--- src/rtl/avalon_mm_initiator_pkg.sv ---
// Shared Avalon-MM constants: response codes and initiator FSM state encoding.
package avalon_mm_initiator_pkg;

    localparam logic [1:0] RespOkay        = 2'b00;
    localparam logic [1:0] RespReserved    = 2'b01;
    localparam logic [1:0] RespSlaveError  = 2'b10;
    localparam logic [1:0] RespDecodeError = 2'b11;

    typedef enum logic [1:0] {
        StIdle  = 2'd0,
        StRead  = 2'd1,
        StWrite = 2'd2,
        StResp  = 2'd3
    } state_e;

endpackage

--- src/rtl/avalon_mm_initiator_if.sv ---
// Command, response and Avalon-MM bus signals of the initiator, grouped for port connection.
interface avalon_mm_initiator_if #(
    parameter int unsigned ADDR_WIDTH = 4
);
    logic                  cmd_valid;
    logic                  cmd_ready;
    logic                  cmd_write;
    logic [ADDR_WIDTH-1:0] cmd_addr;
    logic [31:0]           cmd_wdata;
    logic [3:0]            cmd_byteenable;

    logic                  rsp_valid;
    logic                  rsp_ready;
    logic [31:0]           rsp_rdata;
    logic [1:0]            rsp_resp;
    logic                  rsp_timeout;
    logic [7:0]            err_count;

    logic [ADDR_WIDTH-1:0] avl_mm_addr;
    logic                  avl_mm_read;
    logic [31:0]           avl_mm_readdata;
    logic [1:0]            avl_mm_response;
    logic                  avl_mm_write;
    logic [31:0]           avl_mm_writedata;
    logic [3:0]            avl_mm_byteenable;
    logic                  avl_mm_waitrequest;

    // Initiator (DUT) view.
    modport master (
        input  cmd_valid, cmd_write, cmd_addr, cmd_wdata, cmd_byteenable,
        output cmd_ready,
        output rsp_valid, rsp_rdata, rsp_resp, rsp_timeout, err_count,
        input  rsp_ready,
        output avl_mm_addr, avl_mm_read, avl_mm_write, avl_mm_writedata, avl_mm_byteenable,
        input  avl_mm_readdata, avl_mm_response, avl_mm_waitrequest
    );

    // Environment view: command source, response sink and Avalon responder.
    modport slave (
        output cmd_valid, cmd_write, cmd_addr, cmd_wdata, cmd_byteenable,
        input  cmd_ready,
        input  rsp_valid, rsp_rdata, rsp_resp, rsp_timeout, err_count,
        output rsp_ready,
        input  avl_mm_addr, avl_mm_read, avl_mm_write, avl_mm_writedata, avl_mm_byteenable,
        output avl_mm_readdata, avl_mm_response, avl_mm_waitrequest
    );

endinterface

--- src/rtl/avalon_mm_initiator.sv ---
// Single-outstanding Avalon-MM initiator: registers one command, runs one bus transfer with
// stall timeout, and holds the response until consumed.
module avalon_mm_initiator
    import avalon_mm_initiator_pkg::*;
#(
    parameter int unsigned ADDR_WIDTH     = 4,
    parameter int unsigned TIMEOUT_CYCLES = 255
) (
    input  logic                  clk,
    input  logic                  rst_n,
    avalon_mm_initiator_if.master bus
);

    localparam int unsigned StallW = (TIMEOUT_CYCLES > 1) ? $clog2(TIMEOUT_CYCLES + 1) : 1;
    localparam logic [StallW-1:0] StallMax   = {StallW{1'b1}};
    localparam logic [StallW-1:0] StallLimit = StallW'(TIMEOUT_CYCLES - 1);

    state_e                state_q, state_d;
    logic [ADDR_WIDTH-1:0] addr_q, addr_d;
    logic [31:0]           wdata_q, wdata_d;
    logic [3:0]            be_q, be_d;
    logic [31:0]           rdata_q, rdata_d;
    logic [1:0]            resp_q, resp_d;
    logic                  timeout_q, timeout_d;
    logic [7:0]            err_q, err_d;
    logic [StallW-1:0]     stall_q, stall_d;

    always_comb begin
        state_d   = state_q;
        addr_d    = addr_q;
        wdata_d   = wdata_q;
        be_d      = be_q;
        rdata_d   = rdata_q;
        resp_d    = resp_q;
        timeout_d = timeout_q;
        stall_d   = stall_q;
        err_d     = err_q;

        unique case (state_q)
            StIdle: begin
                stall_d = '0;
                if (bus.cmd_valid) begin
                    addr_d    = bus.cmd_addr;
                    wdata_d   = bus.cmd_wdata;
                    be_d      = bus.cmd_byteenable;
                    rdata_d   = '0;
                    resp_d    = RespOkay;
                    timeout_d = 1'b0;
                    // A write touching no byte lanes has nothing to do on the bus.
                    if (bus.cmd_write && bus.cmd_byteenable == 4'b0000) begin
                        state_d = StResp;
                    end else if (bus.cmd_write) begin
                        state_d = StWrite;
                    end else begin
                        state_d = StRead;
                    end
                end
            end
            StRead, StWrite: begin
                // Completion is checked first so it wins over a coincident timeout.
                if (!bus.avl_mm_waitrequest) begin
                    rdata_d   = (state_q == StRead) ? bus.avl_mm_readdata : '0;
                    resp_d    = bus.avl_mm_response;
                    timeout_d = 1'b0;
                    state_d   = StResp;
                end else if (TIMEOUT_CYCLES != 0 && stall_q == StallLimit) begin
                    rdata_d   = '0;
                    resp_d    = RespSlaveError;
                    timeout_d = 1'b1;
                    state_d   = StResp;
                end else if (stall_q != StallMax) begin
                    stall_d = stall_q + 1'b1;
                end
            end
            StResp: begin
                if (bus.rsp_ready) begin
                    state_d = StIdle;
                end
            end
            default: state_d = StIdle;
        endcase

        if (state_q != StResp && state_d == StResp && (timeout_d || resp_d != RespOkay) &&
            err_q != 8'hFF) begin
            err_d = err_q + 8'd1;
        end
    end

    always_ff @(posedge clk) begin
        if (!rst_n) begin
            state_q   <= StIdle;
            addr_q    <= '0;
            wdata_q   <= '0;
            be_q      <= '0;
            rdata_q   <= '0;
            resp_q    <= RespOkay;
            timeout_q <= 1'b0;
            err_q     <= '0;
            stall_q   <= '0;
        end else begin
            state_q   <= state_d;
            addr_q    <= addr_d;
            wdata_q   <= wdata_d;
            be_q      <= be_d;
            rdata_q   <= rdata_d;
            resp_q    <= resp_d;
            timeout_q <= timeout_d;
            err_q     <= err_d;
            stall_q   <= stall_d;
        end
    end

    assign bus.cmd_ready         = (state_q == StIdle);
    assign bus.rsp_valid         = (state_q == StResp);
    assign bus.rsp_rdata         = rdata_q;
    assign bus.rsp_resp          = resp_q;
    assign bus.rsp_timeout       = timeout_q;
    assign bus.err_count         = err_q;
    assign bus.avl_mm_read       = (state_q == StRead);
    assign bus.avl_mm_write      = (state_q == StWrite);
    assign bus.avl_mm_addr       = addr_q;
    assign bus.avl_mm_writedata  = wdata_q;
    assign bus.avl_mm_byteenable = be_q;

endmodule

--- src/flat_wrapper.sv ---
// flat-port wrapper written by rule: the top's interface ports become plain ports
module avalon_mm_initiator_flat import avalon_mm_initiator_pkg::*;
#(
    parameter int unsigned ADDR_WIDTH     = 4,
    parameter int unsigned TIMEOUT_CYCLES = 255
)
  (clk, rst_n, bus_cmd_valid, bus_cmd_write, bus_cmd_addr, bus_cmd_wdata, bus_cmd_byteenable, bus_cmd_ready, bus_rsp_valid, bus_rsp_rdata, bus_rsp_resp, bus_rsp_timeout, bus_err_count, bus_rsp_ready, bus_avl_mm_addr, bus_avl_mm_read, bus_avl_mm_write, bus_avl_mm_writedata, bus_avl_mm_byteenable, bus_avl_mm_readdata, bus_avl_mm_response, bus_avl_mm_waitrequest);
  avalon_mm_initiator_if #(.ADDR_WIDTH(ADDR_WIDTH)) bus_i ();
  input  logic clk;
  input  logic rst_n;
  input wire logic [$bits(bus_i.cmd_valid)-1:0] bus_cmd_valid;
  input wire logic [$bits(bus_i.cmd_write)-1:0] bus_cmd_write;
  input wire logic [$bits(bus_i.cmd_addr)-1:0] bus_cmd_addr;
  input wire logic [$bits(bus_i.cmd_wdata)-1:0] bus_cmd_wdata;
  input wire logic [$bits(bus_i.cmd_byteenable)-1:0] bus_cmd_byteenable;
  output wire logic [$bits(bus_i.cmd_ready)-1:0] bus_cmd_ready;
  output wire logic [$bits(bus_i.rsp_valid)-1:0] bus_rsp_valid;
  output wire logic [$bits(bus_i.rsp_rdata)-1:0] bus_rsp_rdata;
  output wire logic [$bits(bus_i.rsp_resp)-1:0] bus_rsp_resp;
  output wire logic [$bits(bus_i.rsp_timeout)-1:0] bus_rsp_timeout;
  output wire logic [$bits(bus_i.err_count)-1:0] bus_err_count;
  input wire logic [$bits(bus_i.rsp_ready)-1:0] bus_rsp_ready;
  output wire logic [$bits(bus_i.avl_mm_addr)-1:0] bus_avl_mm_addr;
  output wire logic [$bits(bus_i.avl_mm_read)-1:0] bus_avl_mm_read;
  output wire logic [$bits(bus_i.avl_mm_write)-1:0] bus_avl_mm_write;
  output wire logic [$bits(bus_i.avl_mm_writedata)-1:0] bus_avl_mm_writedata;
  output wire logic [$bits(bus_i.avl_mm_byteenable)-1:0] bus_avl_mm_byteenable;
  input wire logic [$bits(bus_i.avl_mm_readdata)-1:0] bus_avl_mm_readdata;
  input wire logic [$bits(bus_i.avl_mm_response)-1:0] bus_avl_mm_response;
  input wire logic [$bits(bus_i.avl_mm_waitrequest)-1:0] bus_avl_mm_waitrequest;
  assign bus_i.cmd_valid = bus_cmd_valid;
  assign bus_i.cmd_write = bus_cmd_write;
  assign bus_i.cmd_addr = bus_cmd_addr;
  assign bus_i.cmd_wdata = bus_cmd_wdata;
  assign bus_i.cmd_byteenable = bus_cmd_byteenable;
  assign bus_cmd_ready = bus_i.cmd_ready;
  assign bus_rsp_valid = bus_i.rsp_valid;
  assign bus_rsp_rdata = bus_i.rsp_rdata;
  assign bus_rsp_resp = bus_i.rsp_resp;
  assign bus_rsp_timeout = bus_i.rsp_timeout;
  assign bus_err_count = bus_i.err_count;
  assign bus_i.rsp_ready = bus_rsp_ready;
  assign bus_avl_mm_addr = bus_i.avl_mm_addr;
  assign bus_avl_mm_read = bus_i.avl_mm_read;
  assign bus_avl_mm_write = bus_i.avl_mm_write;
  assign bus_avl_mm_writedata = bus_i.avl_mm_writedata;
  assign bus_avl_mm_byteenable = bus_i.avl_mm_byteenable;
  assign bus_i.avl_mm_readdata = bus_avl_mm_readdata;
  assign bus_i.avl_mm_response = bus_avl_mm_response;
  assign bus_i.avl_mm_waitrequest = bus_avl_mm_waitrequest;
  avalon_mm_initiator #(.ADDR_WIDTH(ADDR_WIDTH), .TIMEOUT_CYCLES(TIMEOUT_CYCLES)) u_core (.clk(clk), .rst_n(rst_n), .bus(bus_i));
endmodule
--- config.mk ---
export PLATFORM = sky130hd
export DESIGN_NAME = avalon_mm_initiator_flat
export DESIGN_NICKNAME = d
export VERILOG_FILES = /design/src/rtl/avalon_mm_initiator_pkg.sv /design/src/rtl/avalon_mm_initiator_if.sv /design/src/rtl/avalon_mm_initiator.sv /design/src/flat_wrapper.sv
export SDC_FILE = /design/constraint.sdc
export NUM_CORES = 1
export LEC_CHECK = 0
export CAP_MARGIN = 20
export CORE_MARGIN = 2
export CORE_UTILIZATION = 31
export DETAILED_ROUTE_END_ITERATION = 10
export GPL_TIMING_DRIVEN = 0
export HOLD_SLACK_MARGIN = 0.03
export SETUP_SLACK_MARGIN = 0.05
export SLEW_MARGIN = 20
export SYNTH_ARGS = -nofsm -noshare
export SYNTH_HDL_FRONTEND = slang
export SYNTH_SLANG_ARGS = --single-unit
--- constraint.sdc ---
create_clock -name clk -period 5.9 [get_ports clk]
set_clock_uncertainty 0.1 [all_clocks]
set_input_delay 1.18 -clock clk [delete_from_list [all_inputs] [get_ports clk]]
set_output_delay 1.18 -clock clk [all_outputs]
set_load 0.02 [all_outputs]
Word-level counts from Yosys, hierarchy flattened
Index checks and enable logic that the tools add are counted.
{"block": "totals", "regBits": 93, "mem_count": 0, "output_inout_bits": 87, "wordCells": 61, "latch_bits": 0, "romBits": 0, "ram_bits": 0, "in_bits": 80}
{"block": "classes", "eq_ne": 13, "multipliers": 0, "bitwise": 0, "magnitude_cmp": 0, "n_shift": 0, "muxes": 24, "div_mod_pow": 0, "addsub": 2, "reduce_logical": 13}
{"op": "32-bit 2-to-1 mux", "count": 4}
{"op": "32-bit one-hot mux with 2 select lines", "count": 1}
{"op": "8-bit 2-to-1 mux", "count": 3}
{"op": "2-bit 2-to-1 mux", "count": 9}
{"op": "8-bit by 1-bit adder with 8-bit output (second input constant)", "count": 2}
{"op": "8-bit inequality test (second input constant)", "count": 2}
{"op": "8-bit one-hot mux with 2 select lines", "count": 1}
{"op": "8-bit == test (second input constant)", "count": 1}
{"op": "2-bit inequality test (second input constant)", "count": 4}
{"op": "2-bit == test (second input constant)", "count": 3}
{"op": "2-bit one-hot mux with 3 select lines", "count": 1}
{"op": "1-bit logical AND", "count": 4}
{"op": "4-bit logical NOT", "count": 1}
{"op": "2-bit one-hot mux with 2 select lines", "count": 1}
{"op": "4-bit AND reduction", "count": 1}
{"op": "2-bit nonzero test", "count": 2}
{"op": "1-bit 2-to-1 mux", "count": 3}
{"op": "3-bit by 2-bit inequality test with 1-bit output (second input constant)", "count": 1}
{"op": "3-bit AND reduction", "count": 1}
{"op": "2-bit by 1-bit == test with 1-bit output (second input constant)", "count": 1}
{"op": "2-bit logical NOT", "count": 1}
{"op": "2-bit by 1-bit inequality test with 1-bit output (second input constant)", "count": 1}
{"op": "1-bit one-hot mux with 2 select lines", "count": 1}
{"op": "2-bit AND reduction", "count": 1}
{"op": "other kinds (2)", "count": 2}

Depth between registers and ports, before layout
Gate-level depths: netlist of the first run.
{"block": "logic_depth", "depth_word": 9, "depth_mapped": 10, "ltp_nobuf": 8}

Worst setup path after synthesis of the first run
Ideal clock, no wire load.
{"block": "synth_path", "path_type": "in2reg", "startpoint": "input bus_rsp_ready", "endpoint": "register u_core.err_q[7], in the netlist u_core.bus.err_count[7]", "setup_time_ns": 0.070, "required_time_ns": 5.730, "stages": 6, "setup_slack_ns": 2.906, "arrival_ns": 2.824, "path_cell_list": "and2b_2 > a21oi_1 > o311a_4 > or4_4 > or4_1 > a21oi_1"}
{"block": "synth_via", "elab_chain_cells": 6}
{"item": "start, declared", "line": "flat_wrapper.sv:22", "source": "input wire logic [$bits(bus_i.rsp_ready)-1:0] bus_rsp_ready;"}
{"item": "2-bit 2-to-1 mux", "line": "avalon_mm_initiator.sv:76", "source": "if (bus.rsp_ready) begin"}
{"item": "2-bit one-hot mux with 3 select lines", "line": "avalon_mm_initiator.sv:39", "source": "unique case (state_q)"}
{"item": "2-bit == test", "line": "avalon_mm_initiator.sv:83", "source": "if (state_q != StResp && state_d == StResp && (timeout_d || resp_d != RespOkay) &&"}
{"item": "1-bit logical AND (3 in series)", "line": "avalon_mm_initiator.sv:83"}
{"item": "end signal, assigned", "line": "avalon_mm_initiator.sv:108", "source": "err_q <= err_d;"}
{"item": "end, declared", "line": "avalon_mm_initiator.sv:25", "source": "logic [7:0] err_q, err_d;"}
Every way passes these cells.
A chain may end at the register's enable or synchronous reset.

Final worst setup path of the first run
{"block": "layout_path", "startpoint": "input bus_avl_mm_waitrequest", "endpoint": "register u_core.err_q[2], in the netlist u_core.bus.err_count[2]"}
{"block": "layout_via", "elab_chain_cells": 6, "elab_cells_between_ends": 12}
{"item": "start, declared", "line": "flat_wrapper.sv:30", "source": "input wire logic [$bits(bus_i.avl_mm_waitrequest)-1:0] bus_avl_mm_waitrequest;"}
{"item": "2-bit 2-to-1 mux", "line": "avalon_mm_initiator.sv:61", "source": "if (!bus.avl_mm_waitrequest) begin"}
{"item": "2-bit one-hot mux with 3 select lines / 2-bit one-hot mux with 2 select lines (equally long branches)", "line": "avalon_mm_initiator.sv:39"}
{"item": "2-bit == test / 2-bit nonzero test (equally long branches)", "line": "avalon_mm_initiator.sv:83"}
{"item": "1-bit logical AND / 1-bit logical OR (equally long branches)", "line": "avalon_mm_initiator.sv:83"}
{"item": "1-bit logical AND (*) (2 in series)", "line": "avalon_mm_initiator.sv:83"}
Every way passes the cells marked *; elsewhere a longest branch is shown, timed or not.

==> results of run 1 <==
[sequential cells by signal, summed over array words and instances, names as in the netlist]
register / count
u_core.bus.avl_mm_byteenable: 4
u_core.bus.rsp_rdata: 32
u_core.bus.rsp_timeout: 1
u_core.state_q: 2
u_core.bus.rsp_resp: 2
u_core.bus.avl_mm_writedata: 32
u_core.bus.err_count: 8
u_core.bus.avl_mm_addr: 4
u_core.stall_q: 8
[worst max-delay path by stage]
| stage | from | end | slack (ns) | depth (start not counted) |
|---|---|---|---|---|
| after floorplan | bus_rsp_ready | u_core.bus.err_count[7] | 2.91 | 6 |
| after global placement | bus_avl_mm_waitrequest | u_core.bus.err_count[2] | 2.21 | 8 |
| after detailed placement | bus_avl_mm_waitrequest | u_core.bus.err_count[2] | 2.21 | 8 |
| after CTS | bus_avl_mm_waitrequest | u_core.bus.err_count[2] | 2.56 | 8 |
| after global routing | bus_avl_mm_waitrequest | u_core.bus.err_count[2] | 2.37 | 8 |
| final | bus_avl_mm_waitrequest | u_core.bus.err_count[2] | 2.54 | 8 |
[worst max-delay path: cells and delay by family]
kind | cells | cell delay [ns]
AO/OA/AOI/OAI | 2 | 0.71
multiplexers | 1 | 0.11
AND/OR/NAND/NOR | 3 | 0.72
buffers and inverters | 2 | 0.77
[area by class of cell]
type / count / area (µm²) / share of cell area
repair buffers: 166 / 1660 / 0.276
flip-flops and latches: 93 / 1860 / 0.309
well taps: 147 / 184 / 0.0306
inverters: 7 / 26.3 / 0.00437
plain buffers: 32 / 141 / 0.0235
clock inverters: 7 / 146 / 0.0243
multi-input cells: 334 / 1770 / 0.294
clock buffers: 9 / 225 / 0.0374
[kinds of logic (layout without fill, tap and decap cells)]
kind of cell	Yosys count	count (layout)
fa+ha+maj	8	8
mux	5	5
xor+xnor	5	5
simple gates	214	214
flops	93	93
compound gates	102	102
buf+inv	39	221
[layer usage]
layer,up-vias,track usage,wire length (µm)
met5,-,0,0
met4,0,0.0498,163
met3,8,0.0327,519
met2,100,0.299,5840
met1,1807,0.217,5170
li1,1945,-,-
[power groups by stage]
| stage | registers [µW] | logic, µW | clock network, µW |
|---|---|---|---|
| after global placement | 727 | 638 | 0 |
| after detailed placement | 729 | 648 | 0 |
| after floorplan | 782 | 329 | 0 |
| after global routing | 721 | 708 | 756 |
| after CTS | 715 | 651 | 721 |
| final | 715 | 649 | 707 |
[layout by cell type (no fill, tap or decap), types with 2 or more instances in the layout]
cell             instances
clkbuf_1                27
nand4_1                  2
and3b_1                  2
ha_1                     8
a31oi_1                  3
or3_1                    2
dfxtp_1                 93
xor2_1                   3
a221o_1                  2
nand2b_1                 5
bufinv_16                4
clkdlybuf4s50_1        166
o21ai_0                  3
nand2_1                127
and2_1                   3
nor2_1                  13
o311ai_0                 2
mux2i_1                  5
a221oi_1                 2
and3_1                   2
inv_1                    6
nor3_1                   4
or4_1                    3
o31ai_1                  2
buf_4                    2
xnor2_1                  2
nand3_1                 40
clkbuf_16                9
clkinv_4                 2
a21oi_1                 80
[per-stage QoR]
stage	instances	power [µW]	cell area, µm²
2_1_floorplan	466	1110	3800
3_3_place_gp	779	1360	5650
3_5_place_dp	779	1380	5650
4_1_cts	795	2090	6020
5_1_grt	795	2190	6020
6_report	795	2070	6020
==> flow_metrics.py, run 1 <==
metrics = {
    "run_status": {
        "status": "finished clean",
    },
    "cts": {
        "cts_tree": "yes",
        "cts_hold_buf": 0,
        "tritoncts.num_buffers": 9,
        "cts_root_buf": "clkbuf_16",
        "clockBufferDepth": 2,
        "htreeDepth": 3,
        "clkLatencyLatePin_ns": 0.33,
        "clk_pin_slew_ns": 0.07,
        "ctsResizeCount": 0,
        "post_cts_buffers": 0,
        "cts_sinks": 93,
    },
    "routing": {
        "drcViolationCount": 0,
        "avgViaCountPerCell": 4.86,
        "drt_iter0_markers": 150,
        "vias": 3860,
        "first_pass_iters": 4,
        "wirelength_um": 11700,
        "avgRoutedWirePerCell_um": 14.7,
        "antenna_left": 0,
    },
    "run": {
        "maxCapViolCount": 0,
    },
    "synthesis": {
        "ys_seq_area_frac": 0.490,
        "synth_seq_cells": 93,
        "synthMuxAreaShare": 0.0132,
        "synth_nets": 554,
        "synthFlopType": "dfxtp_1",
        "synth_area_leaders": "dfxtp_1 49%, nand2_1 13%, a21oi_1 11%",
        "synthesis.instances": 466,
        "async_flop_share": 0,
        "yosysWarnings": 0,
        "syn_area_per_cell_um2": 8.16,
        "synth_area_um2": 3800,
        "synth_adder_area_share": 0.0263,
        "synthSimpleGateAreaFrac": 0.255,
        "yosys-top-cells-count": "127 x nand2_1, 93 x dfxtp_1, 80 x a21oi_1, 40 x nand3_1, 27 x clkbuf_1",
        "yosys.area.top_type": "dfxtp_1",
        "synth_compound_area_frac": 0.160,
        "synth_top_area_frac": 0.490,
        "synth_top_family_by_area": "simple AND/OR/NAND/NOR gates",
        "synth_most_common_cell": "nand2_1",
        "synthDistinctLibCells": 49,
        "synth_edf_count": 0,
        "synthXorXnorAreaFrac": 0.0115,
    },
    "sta": {
        "drv_slew": 0,
        "slew_headroom": 0.308,
        "period_minus_slack_ns": 3.36,
        "grt_setup_unrepaired": "false",
        "max_freq_mhz": 297,
        "tns_ns": 0,
        "timing.final.ws_setup_ns": 2.54,
        "hold_viol": 0,
        "fin_crit_sh": 0.570,
        "finalSetupViolations": 0,
        "holdWs_ns": 0.354,
        "tightestPinTransition_ns": 1.02,
    },
    "setup_path": {
        "max_stage_delay_ns": 0.54,
        "critPathKind": "in2reg",
        "critPathMaxFanout": 10,
        "rrSetupSlack_ns": 3.05,
        "r2r-end": "u_core.bus.err_count[7]",
        "cp.required_ns": 6.02,
        "cp_data_arrival_time_ns": 3.49,
        "slowest_stage": "clkdlybuf4s50_1",
        "cp_cell_sequence": "clkdlybuf4s50_1, or2_2, a221oi_1, nor3_1, a2111oi_4, buf_4, and3b_1, mux2i_1",
        "reg2reg_depth": 9,
        "r2r_start": "u_core.state_q[0]",
        "startpoint_type": "input port",
        "cp-end-kind": "register",
    },
    "finish": {
        "num_antenna_cells": 0,
        "areaGrowthSynthToFinish_pct": 58.3,
        "fill_cells": 1191,
        "final_core_util": 0.501,
        "nets": 731,
        "drive_gt1_frac": 0.0478,
    },
    "global_route": {
        "overflow": 0,
        "antenna_found_initial": 0,
        "grt_usage": 0.172,
        "grt_pass1_vias": 3646,
        "grt_max_degree": 17,
        "grt_first_pass_wirelength_um": 18000,
    },
    "floorplanning": {
        "die_w_um": 115,
        "dieArea_um2": 13200,
        "fp-row-count": 40,
        "io_pins": 167,
        "start_util": 0.316,
        "dieHeight_um": 115,
        "core_region_area_um2": 12000,
    },
    "pwr": {
        "p_clk_frac": 0.341,
        "power_switching_uw": 667,
        "power.density_nw_per_um2": 344,
        "leakage_uw": 0.00211,
        "switching_share": 0.322,
        "share_seq_of_total_power": 0.345,
        "internal_power_uw": 1400,
        "p_comb_frac": 0.314,
        "vdd_drop_max_mv": 0.173,
    },
    "min_path": {
        "hp-class": "reg2reg",
        "hold_path_end": "u_core.bus.rsp_rdata[1]",
        "hold_depth": 2,
        "hold_start": "u_core.bus.rsp_rdata[1]",
    },
    "placement": {
        "place_congestion": 0.801,
        "dp_hpwl_um": 8920,
        "port-buffer-count": 166,
        "pre_cts_ws_ns": 2.21,
    },
}
Power figures use the tool's default switching activity.
==> run 2, diff against run 1 <==
Clock period 5.9 ns to 3 ns, I/O delays scaled along.
==> run 2 against run 1 <==
  * Wire length down 0.23%
  * Highest routed layer unchanged
  * Power up 97%
  * Critical endpoint is now u_core.bus.err_count[5]
  * First-iteration DRC count up 7.3%
==> flow_metrics.py, run 2 (synthesis results as in run 1) <==
metrics = {
    "run_status": {
        "status": "finished clean",
    },
    "min_path": {
        "hp-class": "reg2reg",
        "hold_depth": 2,
        "hold_start": "u_core.bus.rsp_rdata[4]",
    },
    "setup_path": {
        "critPathKind": "in2reg",
        "rrSetupSlack_ns": 0.23,
        "reg2reg_depth": 9,
        "cp_top_family": "buffers and inverters",
        "cp.required_ns": 3.16,
        "cp-end-kind": "register",
        "critPathMaxFanout": 10,
        "crit_cells": 8,
        "max_stage_delay_ns": 0.62,
        "slowest_stage": "clkdlybuf4s50_1",
        "r2r_start": "u_core.state_q[0]",
        "r2r-end": "u_core.bus.err_count[7]",
        "path_buf_inv": 3,
        "cp_data_arrival_time_ns": 2.96,
        "cp-startpoint": "bus_avl_mm_waitrequest",
        "startpoint_type": "input port",
        "crit_end": "u_core.bus.err_count[5]",
        "cp_cell_sequence": "clkdlybuf4s50_1, and3_1, a221o_1, clkbuf_1, a2111oi_4, buf_4, or4_1, a21oi_1",
    },
    "finish": {
        "areaGrowthSynthToFinish_pct": 58.7,
        "drive_gt1_frac": 0.0540,
        "most-common-layout-cells": "166 x clkdlybuf4s50_1, 127 x nand2_1, 91 x dfxtp_1",
        "final_common_cell": "clkdlybuf4s50_1",
        "nets": 731,
        "fill_cells": 1188,
        "num_antenna_cells": 0,
    },
    "routing": {
        "antenna_left": 0,
        "drcViolationCount": 0,
        "vias": 3847,
        "avgRoutedWirePerCell_um": 14.7,
        "drt_iter0_markers": 161,
        "first_pass_iters": 4,
        "avgViaCountPerCell": 4.84,
        "wirelength_um": 11700,
    },
    "cts": {
        "clockBufferDepth": 2,
        "cts_sinks": 93,
        "ctsResizeCount": 0,
        "clkLatencyLatePin_ns": 0.33,
        "clk_pin_slew_ns": 0.06,
        "cts_root_buf": "clkbuf_16",
        "tritoncts.num_buffers": 9,
        "htreeDepth": 3,
        "cts_hold_buf": 0,
        "cts_tree": "yes",
        "post_cts_buffers": 0,
    },
    "floorplanning": {
        "dieArea_um2": 13200,
        "core_region_area_um2": 12000,
        "start_util": 0.316,
        "dieHeight_um": 115,
        "die_w_um": 115,
        "fp-row-count": 40,
        "io_pins": 167,
    },
    "sta": {
        "slew_headroom": 0.342,
        "finalSetupViolations": 0,
        "hold_viol": 0,
        "max_freq_mhz": 358,
        "tightestPinTransition_ns": 0.975,
        "drv_slew": 0,
        "period_minus_slack_ns": 2.79,
        "fin_crit_sh": 0.931,
        "timing.final.ws_setup_ns": 0.206,
        "grt_setup_unrepaired": "false",
    },
    "placement": {
        "pre_cts_ws_ns": -0.107,
        "port-buffer-count": 166,
        "dp_hpwl_um": 8920,
        "place_congestion": 0.801,
    },
    "global_route": {
        "grt_first_pass_wirelength_um": 18000,
        "grt_usage": 0.172,
        "grt_max_degree": 17,
        "grt_pass1_vias": 3646,
        "antenna_found_initial": 0,
        "overflow": 0,
    },
    "pwr": {
        "finalPower_uw": 4080,
        "leakage_uw": 0.00211,
        "power.density_nw_per_um2": 677,
        "vdd_drop_max_mv": 0.341,
    },
    "run": {
        "maxCapViolCount": 0,
    },
}
[run 2: stage by stage]
step / hold WS [ns] / std cells / setup TNS (ns) / area (µm²) / utilization
6_report: 0.354 / 795 / 0 / 6030 / 0.502
5_1_grt: 0.373 / 795 / 0 / 6030 / 0.502
3_5_place_dp: 0.342 / 779 / -1.30 / 5650 / 0.470
4_1_cts: 0.356 / 795 / 0 / 6020 / 0.501
3_3_place_gp: 0.339 / 779 / -0.241 / 5650 / 0.470
2_1_floorplan: 0.415 / 466 / 0 / 3800 / -
[run 2: worst min path at each step]
stage | end | slack (ns)
global placement | u_core.bus.rsp_rdata[0] | 0.34
detailed placement | u_core.bus.rsp_rdata[27] | 0.34
finish | u_core.bus.rsp_rdata[4] | 0.35
CTS | u_core.bus.avl_mm_writedata[18] | 0.36
floorplan | u_core.stall_q[3] | 0.42
global route | u_core.bus.avl_mm_writedata[6] | 0.37
[run 2: tightest hold or removal path: cells and delay by family, from the launching register on]
kind               cells  cell delay [ns]
AOI/OAI and AO/OA      1             0.05
DFF                    1             0.31
and+or+nand+nor        1             0.05
[run 2: where the power goes]
part | switching (µW) | internal, µW | leakage, µW | total [µW]
combinational | 761 | 525 | 0.00118 | 1290
clock | 487 | 905 | 0.000180 | 1390
sequential | 66.2 | 1340 | 0.000756 | 1410
total | 1310 | 2770 | 0.00211 | 4080
[run 2: routing by layer]
layer	vias to the layer above	GRT usage	routed length, µm
met1	1795	0.217	5200
li1	1945	-	-
met2	98	0.299	5810
met5	-	0	0
met4	0	0.0498	166
met3	9	0.0327	495
[run 2: layout make-up]
cell class              instances  area, µm²  share of cell area
plain buffers                  32        141              0.0234
clock buffers                   9        225              0.0373
clock inverters                 7        146              0.0243
inverters                       7       26.3             0.00436
multi-input cells             334       1780               0.296
flip-flops and latches         93       1860               0.309
well taps                     147        184              0.0305
repair buffers                166       1660               0.275
==> variant (flow settings as in run 2) <==
Take the reset off `addr_q`, `wdata_q`, `be_q` and `rdata_q` and load them in a clocked block of their own.
--- a/src/rtl/avalon_mm_initiator.sv
+++ b/src/rtl/avalon_mm_initiator.sv
@@ -91,6 +91,2 @@
             state_q   <= StIdle;
-            addr_q    <= '0;
-            wdata_q   <= '0;
-            be_q      <= '0;
-            rdata_q   <= '0;
             resp_q    <= RespOkay;
@@ -101,6 +97,2 @@
             state_q   <= state_d;
-            addr_q    <= addr_d;
-            wdata_q   <= wdata_d;
-            be_q      <= be_d;
-            rdata_q   <= rdata_d;
             resp_q    <= resp_d;
@@ -110,2 +102,9 @@
         end
+    end
+
+    always_ff @(posedge clk) begin
+        addr_q  <= addr_d;
+        wdata_q <= wdata_d;
+        be_q    <= be_d;
+        rdata_q <= rdata_d;
     end
Behaviour: not the same (a bounded check fails within 4 cycles, from zero or initial values and one cycle with rst_n low).
==> variant against run 2 <==
- area after synthesis down 5.6%
- sequential cell count unchanged
- wire length down 25%
- clock power down 25%
- sequential share of layout area up 14 points
- largest cell class unchanged
- first-iteration DRC count down 34%
- power down 1.6%
- cell count down 27%
- synthesized cell count down 46%
- count of clock-buffer cells in the layout unchanged
- critical path type is now register to register
- via count down 31%
- setup slack better by 37 ps
- cell area down 4.4%
==> variant: results (changes against run 2) <==
- Worst r2r dst: u_core.bus.err_count[6] (was u_core.bus.err_count[7])
- Clock Tree Buf Depth: 2 (unchanged)
- Post-DP Area: 5490 sq um (was 5650 sq um)
- Avg Inst Size Synth: 14.2 sq um (was 8.16 sq um)
- Post-Synth Adder-Cell Area: 0.0279 (was 0.0263)
- Critical-path maximum fanout: 6 (was 10)
- Final WL: 8.74 mm (was 11.7 mm)
- Clock transition at path regs: 60 ps (about the same)
- Multiplexer share of the synthesized area: 0.00558 (was 0.0132)
- XOR/XNOR Fraction of Synth Area: 0.00976 (was 0.0115)
- Via count: 2,637 (was 3,847)
- Placer Congestion: 0.826 (was 0.801)
- DRT iter0 DRCs: 106 (was 161)
- TritonCTS buffer count: 9 (unchanged)
- Final hold slack: 401 ps (was 354 ps)
- GRT Util Overall: 0.140 (was 0.172)
- R2R Setup Slk: 240 ps
- Placement Setup Slack: -90.8 ps (was -107 ps)
- Slowest-stage cell, CP: or4_1 (was clkdlybuf4s50_1)
- Reg-to-Reg Start: u_core.state_q[0] (unchanged)
- Root Buffer: clkbuf_16 (unchanged)
- Top post-synthesis cells by area: edfxtp_1 (60%), dfxtp_1 (12%), and2_1 (5.9%) (was dfxtp_1 (49%), nand2_1 (13%), a21oi_1 (11%))
- Largest net degree at the start of global routing: 31 (was 17)
- Cts repair resizes: 0 (unchanged)
- # fillers: 1,038 (was 1,188)
- Leakage Power: 2.04 nW (was 2.11 nW)
- Post-synthesis compound-gate area fraction: 0.0648 (was 0.160)
- DRT Pass-1 Iters: 4 (unchanged)
- Wire length on met1: 3.81 mm (was 5.20 mm)
- Port buffer count: 166 (unchanged)
- Nets@finish: 519 (was 731)
- Met2 wire length: 4.29 mm (was 5.81 mm)
- Hpwl dp: 6.57 mm (was 8.92 mm)
- Post-synth EDFFs: 72 (was 0)
- Synth warn: 0 (unchanged)
- Reg2Reg Depth: 8 (was 9)
- Post-CTS setup buffers: 0 (unchanged)
- Placed cells: 563 (was 779)
- Critical Path AT: 2910 ps (was 2960 ps)
- VDD IR max: 0.320 mV (was 0.341 mV)
- Status: finished clean (unchanged)
- Post-synth ARST share: 0 (unchanged)
- Routed met3 length: 475 um (was 495 um)
- Share of layout cells above drive strength 1: 0.0688 (was 0.0540)
- First-pass GRT wire length: 13.6 mm (was 18.0 mm)
- Post-synth top cells: edfxtp_1 (72), and2_1 (34), dfxtp_1 (21) (was nand2_1 (127), dfxtp_1 (93), a21oi_1 (80))
- Hold path depth: 2 (unchanged)
- Largest stage delay on the critical path: 490 ps (was 620 ps)
- Post-synth net total: 340 (was 554)
- Register area share after synthesis: 0.719 (was 0.490)
- Synth unique cells: 42 (was 49)
- Hold Crit Start: u_core.bus.err_count[5] (was u_core.bus.rsp_rdata[4])
- H-tree levels: 3 (unchanged)
- Drt wl/cell: 15.1 um (was 14.7 um)
- Worst-margin pin slew: 565 ps (was 975 ps)
- Hold Path End: u_core.bus.err_count[5] (was u_core.bus.rsp_rdata[4])
- CP delay by family, top: simple AND/OR/NAND/NOR gates (was buffers and inverters)
variant: worst max-delay path by stage:
stage	start	end	slack [ps]	cells past startpoint
2_1_floorplan	u_core.state_q[0]	u_core.bus.err_count[7]	450	8
3_3_place_gp	bus_avl_mm_waitrequest	u_core.bus.rsp_rdata[19]	-280	4
3_5_place_dp	bus_avl_mm_waitrequest	u_core.bus.err_count[5]	-90	8
4_1_cts	u_core.state_q[0]	u_core.bus.err_count[6]	140	8
5_1_grt	u_core.state_q[0]	u_core.bus.err_count[5]	80	9
6_report	u_core.state_q[0]	u_core.bus.err_count[6]	240	8
variant: report_power, final:
| part | switching [mW] | internal [mW] | leakage, nW |
|---|---|---|---|
| Combinational | 0.659 | 0.571 | 1.03 |
| Clock | 0.480 | 0.565 | 0.134 |
| Sequential | 0.0663 | 1.68 | 0.870 |
| Total | 1.20 | 2.81 | 2.04 |
variant: cell families after synthesis:
kind of cell,after synthesis
compound gates,36
simple gates,97
buf+inv,12
fa+ha+maj,8
xor+xnor,4
flops,93
mux,2
variant: area by class of cell:
class	instances	area [sq um]	share of cell area
well taps	143	179	0.0310
flip-flops and latches	93	2580	0.448
clock buffers	9	225	0.0390
inverters	6	22.5	0.00390
repair buffers	168	1710	0.297
multi-input cells	147	970	0.168
plain buffers	6	30.0	0.00520
clock inverters	7	47.5	0.00824
variant: worst register-to-register path, delay by kind of cell (launching register included):
kind	cells	cell delay (ps)
AO/OA/AOI/OAI	3	750
flip-flops	1	370
buffers and inverters	2	210
AND/OR/NAND/NOR	2	870
adder cells (fa/ha/maj)	1	380
variant: layer usage:
layer | GRT usage | vias to the layer above
met5 | 0 | -
met4 | 0.0502 | 0
met3 | 0.0376 | 11
met2 | 0.236 | 101
met1 | 0.173 | 1228
li1 | - | 1297
